[src/rtl/alu_share_arbiter.sv]
// Shares one combinational ALU between two requesters with a 3-state IDLE/EXEC/RESP sequencer.
// Define ALU_FIXED_PRIO_EN to replace round-robin with fixed priority for port 0.
module alu_share_arbiter #(
    parameter int WIDTH = 32,
    parameter int FN_W  = 4
) (
    input  logic             clk,
    input  logic             rst_n,
    input  logic             req0_valid,
    output logic             req0_ready,
    input  logic [WIDTH-1:0] req0_a,
    input  logic [WIDTH-1:0] req0_b,
    input  logic [FN_W-1:0]  req0_fn,
    input  logic             req1_valid,
    output logic             req1_ready,
    input  logic [WIDTH-1:0] req1_a,
    input  logic [WIDTH-1:0] req1_b,
    input  logic [FN_W-1:0]  req1_fn,
    output logic             resp0_valid,
    input  logic             resp0_ready,
    output logic             resp1_valid,
    input  logic             resp1_ready,
    output logic [WIDTH-1:0] resp_r,
    output logic [3:0]       resp_flags,
    output logic             busy,
    output logic [WIDTH-1:0] alu_a,
    output logic [WIDTH-1:0] alu_b,
    output logic [FN_W-1:0]  alu_fn,
    input  logic [WIDTH-1:0] alu_r,
    input  logic             alu_cf,
    input  logic             alu_zf,
    input  logic             alu_vf,
    input  logic             alu_sf
);

    typedef enum logic [1:0] {
        IDLE = 2'd0,
        EXEC = 2'd1,
        RESP = 2'd2
    } state_t;

    state_t state, state_nx;
    logic   owner;
    logic   sel;
    logic   accept;
    logic   resp_take;

`ifndef ALU_FIXED_PRIO_EN
    logic   rr_ptr;
`endif

    // Both valid: fixed build favours port 0, round-robin favours the port not served last.
    // NOTE: every signal written in always_comb gets a default first so no latch is inferred.
    always_comb begin
        sel = 1'b0;
        if (req0_valid && req1_valid) begin
`ifdef ALU_FIXED_PRIO_EN
            sel = 1'b0;
`else
            sel = ~rr_ptr;
`endif
        end else if (req1_valid) begin
            sel = 1'b1;
        end
    end

    assign accept     = (state == IDLE) && (req0_valid || req1_valid);
    assign req0_ready = accept && !sel;
    assign req1_ready = accept && sel;

    assign resp0_valid = (state == RESP) && !owner;
    assign resp1_valid = (state == RESP) && owner;
    assign resp_take   = (state == RESP) && (owner ? resp1_ready : resp0_ready);
    assign busy        = (state != IDLE);

    always_comb begin
        state_nx = state;
        case (state)
            IDLE:    if (accept) state_nx = EXEC;
            EXEC:    state_nx = RESP;
            RESP:    if (resp_take) state_nx = IDLE;
            default: state_nx = IDLE;
        endcase
    end

    // NOTE: sequential state uses non-blocking assignments so every register samples pre-edge values.
    always_ff @(posedge clk or negedge rst_n) begin
        if (!rst_n) begin
            state <= IDLE;
            owner <= 1'b0;
        end else begin
            state <= state_nx;
            if (accept) owner <= sel;
        end
    end

`ifndef ALU_FIXED_PRIO_EN
    always_ff @(posedge clk or negedge rst_n) begin
        if (!rst_n) begin
            rr_ptr <= 1'b0;
        end else if (resp_take) begin
            rr_ptr <= owner;
        end
    end
`endif

    // Operand registers only load on acceptance, so later requester changes are ignored.
    always_ff @(posedge clk or negedge rst_n) begin
        if (!rst_n) begin
            alu_a  <= '0;
            alu_b  <= '0;
            alu_fn <= '0;
        end else if (accept) begin
            alu_a  <= sel ? req1_a  : req0_a;
            alu_b  <= sel ? req1_b  : req0_b;
            alu_fn <= sel ? req1_fn : req0_fn;
        end
    end

    always_ff @(posedge clk or negedge rst_n) begin
        if (!rst_n) begin
            resp_r     <= '0;
            resp_flags <= '0;
        end else if (state == EXEC) begin
            resp_r     <= alu_r;
            resp_flags <= {alu_cf, alu_zf, alu_vf, alu_sf};
        end
    end

endmodule
[config.mk]
export PLATFORM = sky130hd
export DESIGN_NAME = alu_share_arbiter
export DESIGN_NICKNAME = d
export VERILOG_FILES = /design/src/rtl/alu_share_arbiter.sv
export SDC_FILE = /design/constraint.sdc
export NUM_CORES = 1
export LEC_CHECK = 0
export CORE_MARGIN = 3
export CORE_UTILIZATION = 30
export CTS_BUF_LIST = sky130_fd_sc_hd__clkbuf_8
export DETAILED_ROUTE_END_ITERATION = 8
export GPL_TIMING_DRIVEN = 0
export PLACE_DENSITY = 0.66
export SLEW_MARGIN = 15
export SYNTH_ARGS = -nofsm -noshare
export SYNTH_HDL_FRONTEND = slang
export SYNTH_SLANG_ARGS = --single-unit
[constraint.sdc]
create_clock -name clk -period 1.55 [get_ports clk]
set_input_delay 0.31 -clock clk [delete_from_list [all_inputs] [get_ports clk]]
set_output_delay 0.31 -clock clk [all_outputs]
set_load 0.02 [all_outputs]
==> impl_metrics.py <==
metrics = {
    "logic_synthesis": {
        "post_synth_most_frequent_cells": "dfrtp_1, nand2_1, a2bb2oi_1, a2111oi_0, mux2_2",
        "mappedNetlistNets": 595,
        "seq_area_frac_synth_pct": 54.2,
        "post_synth_edffs": 0,
        "syn_area_um2": 4980,
        "syn_inst": 417,
        "register_bit_total_from_synthesis": 108,
        "synth-main-ff-cell": "dfrtp_1",
        "yosys_warnings": 0,
        "synth.most_common_cell": "dfrtp_1",
        "synth_top_cells_by_area": "dfrtp_1, a2bb2oi_1, a2111oi_0",
        "ys_types": 24,
        "post_synthesis_async_set_or_reset_flop_share_pct": 100,
        "synth_top_area_share_pct": 54.2,
        "post_synth.cell_area_avg_um2": 12.0,
        "synth_largest_area_cell": "dfrtp_1",
    },
    "cts": {
        "cts_tree": "yes",
        "tritoncts.num_buffers": 9,
        "cts_max_level": 3,
        "clock-sinks": 108,
        "clock_latency_late_sink_ns": 0.40,
        "clock-root-buffer": "clkbuf_8",
        "register_clock_pin_slew_on_the_reported_worst_setup_and_hold_paths_ns": 0.11,
        "max-clock-path-buffers": 2,
    },
    "power_and_ir_drop": {
        "cellLeakagePower_nw": 3.97,
        "report.power.total_mw": 19.0,
        "power.ir.vdd_worst_mv": 0.937,
        "power.density_cell_area_nw_per_um2": 1870,
    },
    "outcome": {
        "status": "complete, but fails checks",
        "violations_in_the_final_reports": "setup timing",
    },
    "sta": {
        "whs_ns": 0.389,
        "slew-limit-headroom_pct": 62.1,
        "timing.final.crit_period_ns": 1.77,
        "timing_worst_slew_pin_value_ns": 0.568,
        "fin_skew_ns": 0.0159,
        "finalHoldViolations": 0,
        "timing.final.ws_setup_ns": -0.218,
        "setup_repair_after_global_routing_missed_its_margin": "true",
        "maxClockFrequency_mhz": 566,
        "timing.final.max_slew_violations": 0,
        "final.period_utilization_pct": 114,
        "finalSetupViolations": 29,
        "setup-tns-final_ns": -2.96,
    },
    "grt": {
        "antenna_found_initial": 2,
        "first_global_vias": 5258,
        "global_route.overflow_total": 0,
        "grt_first_pass_wirelength_mm": 29.5,
        "grt_max_degree": 67,
        "grt_use_total_pct": 20.6,
    },
    "die": {
        "initial_utilization_pct": 31.0,
        "die-width_um": 135,
        "boundaryPins": 287,
        "die_area_um2": 18200,
        "fp.coreArea_um2": 16100,
        "die_height_um": 135,
        "floorplan.rows": 46,
    },
    "routing": {
        "dr_total_vias": 4998,
        "dr.pass1.iters": 4,
        "number_of_nets_still_failing_antenna_checks_after_routing": 0,
        "wl_per_cell_um": 20.9,
        "remaining_drc_errors": 0,
        "detail_route.iter0.violations": 119,
        "detail_route.wirelength_mm": 20.2,
        "post_drt_via_cell_ratio": 5.16,
    },
    "critical_path": {
        "crit_path_end_kind": "output pin",
        "crit_arrival_ns": 1.46,
        "worst-endpoint-required_ns": 1.24,
        "cp_max_fo": 2,
        "worstSetupPathType": "register to output pin",
        "setup.worst_path.start_class": "register",
    },
    "cells_and_area": {
        "final_core_utilization_pct": 63.0,
        "final_cell_count_no_fill": 968,
        "area.growth.synth_to_final_pct": 103,
        "fin_nets": 923,
        "fraction_of_layout_instances_using_a_drive_strength_above_1_pct": 32.1,
        "design_area_um2": 10100,
    },
    "placement": {
        "place_congestion": 0.810,
        "dp.cells": 920,
        "pre_cts_slack_ns": -1.03,
        "dp.final_hpwl_mm": 13.8,
        "portBuffers": 286,
        "placed_cell_area_um2": 8150,
    },
    "job": {
        "drv_cap": 0,
    },
    "worst_hold_path": {
        "min-delay-path-class": "primary input to async pin",
    },
}
## worst paths after layout
kind | from | slack, ns | to | depth (start not counted)
worst max-delay path | rr_ptr | -0.22 | req1_ready | 4
worst min-delay path | rst_n | 0.39 | alu_b[31] | 2
worst max register to register | rr_ptr | -0.16 | alu_a[11] | 7
worst min register to register | resp_r[3] | 0.51 | resp_r[3] | 1
max in group asynchronous | rst_n | 0.46 | alu_b[16] | 3
min in group clk | req0_b[5] | 0.45 | alu_b[5] | 3
## area by class of cell
type	instances	area [um2]
fill	1236	5940
multi-input combinational	258	3300
timing repair buffer	322	3170
sequential	108	2700
buffer	44	459
tap	216	270
clock buffer	10	138
clock inverter	6	53.8
inverter	2	10.0
antenna	2	5.00
## flip-flops by register name (all words and copies together) (netlist names)
signal	flops
alu_a	32
alu_b	32
resp_r	32
alu_fn	4
resp_flags	4
state	2
owner	1
rr_ptr	1
## cells in the final DEF (no fill, tap or decap), types with 6 or more instances in the layout
cell             netlist  layout
clkbuf_16              0       9
clkbuf_4               0       6
mux2_2                37      36
a2bb2oi_2              0      25
buf_4                  6      25
buf_2                 12       9
clkbuf_2               0       7
dlygate4sd2_1          0     105
a2111oi_4              0      55
clkbuf_8               0      11
buf_6                  3      14
a2bb2oi_1             68      43
clkdlybuf4s50_1        0     174
dfrtp_1              108     107
a2111oi_2             10      11
buf_12                 0       6
nand2_1               69      69
## worst max-delay path, stage by stage, from the launching register on
cell     delay, ns
dfrtp_2       0.43
a21bo_4       0.23
buf_8         0.12
nor3_4        0.14
buf_6         0.15
## repair_timing
item	CTS	global route
hold buffers	1	0
gates cloned	0	7
gates resized for setup	273	179
hold endpoints to repair	42	0
endpoints found under the setup margin	198	96
setup buffers	19	11
pin swaps	8	77
## where the power goes
| group | internal [mW] | switching [mW] | leakage (nW) |
|---|---|---|---|
| clock network | 0.665 | 1.09 | 0.101 |
| registers | 4.26 | 0.825 | 1.23 |
| logic | 5.93 | 6.18 | 2.64 |
| total | 10.9 | 8.10 | 3.97 |
## per-layer routing
metal | global-route usage, % | part of all wire (%)
met5 | 0 | 0
met4 | 5.09 | 2.2
met3 | 7.23 | 7.0
met2 | 34.9 | 51
met1 | 25.1 | 39
## logic make-up after synthesis
| family | share of synthesized area [%] |
|---|---|
| AO/OA/AOI/OAI | 26.3 |
| buffers and inverters | 5.05 |
| flip-flops | 54.2 |
| multiplexers | 8.36 |
| AND/OR/NAND/NOR | 6.10 |
Power figures use the tool's default switching activity.
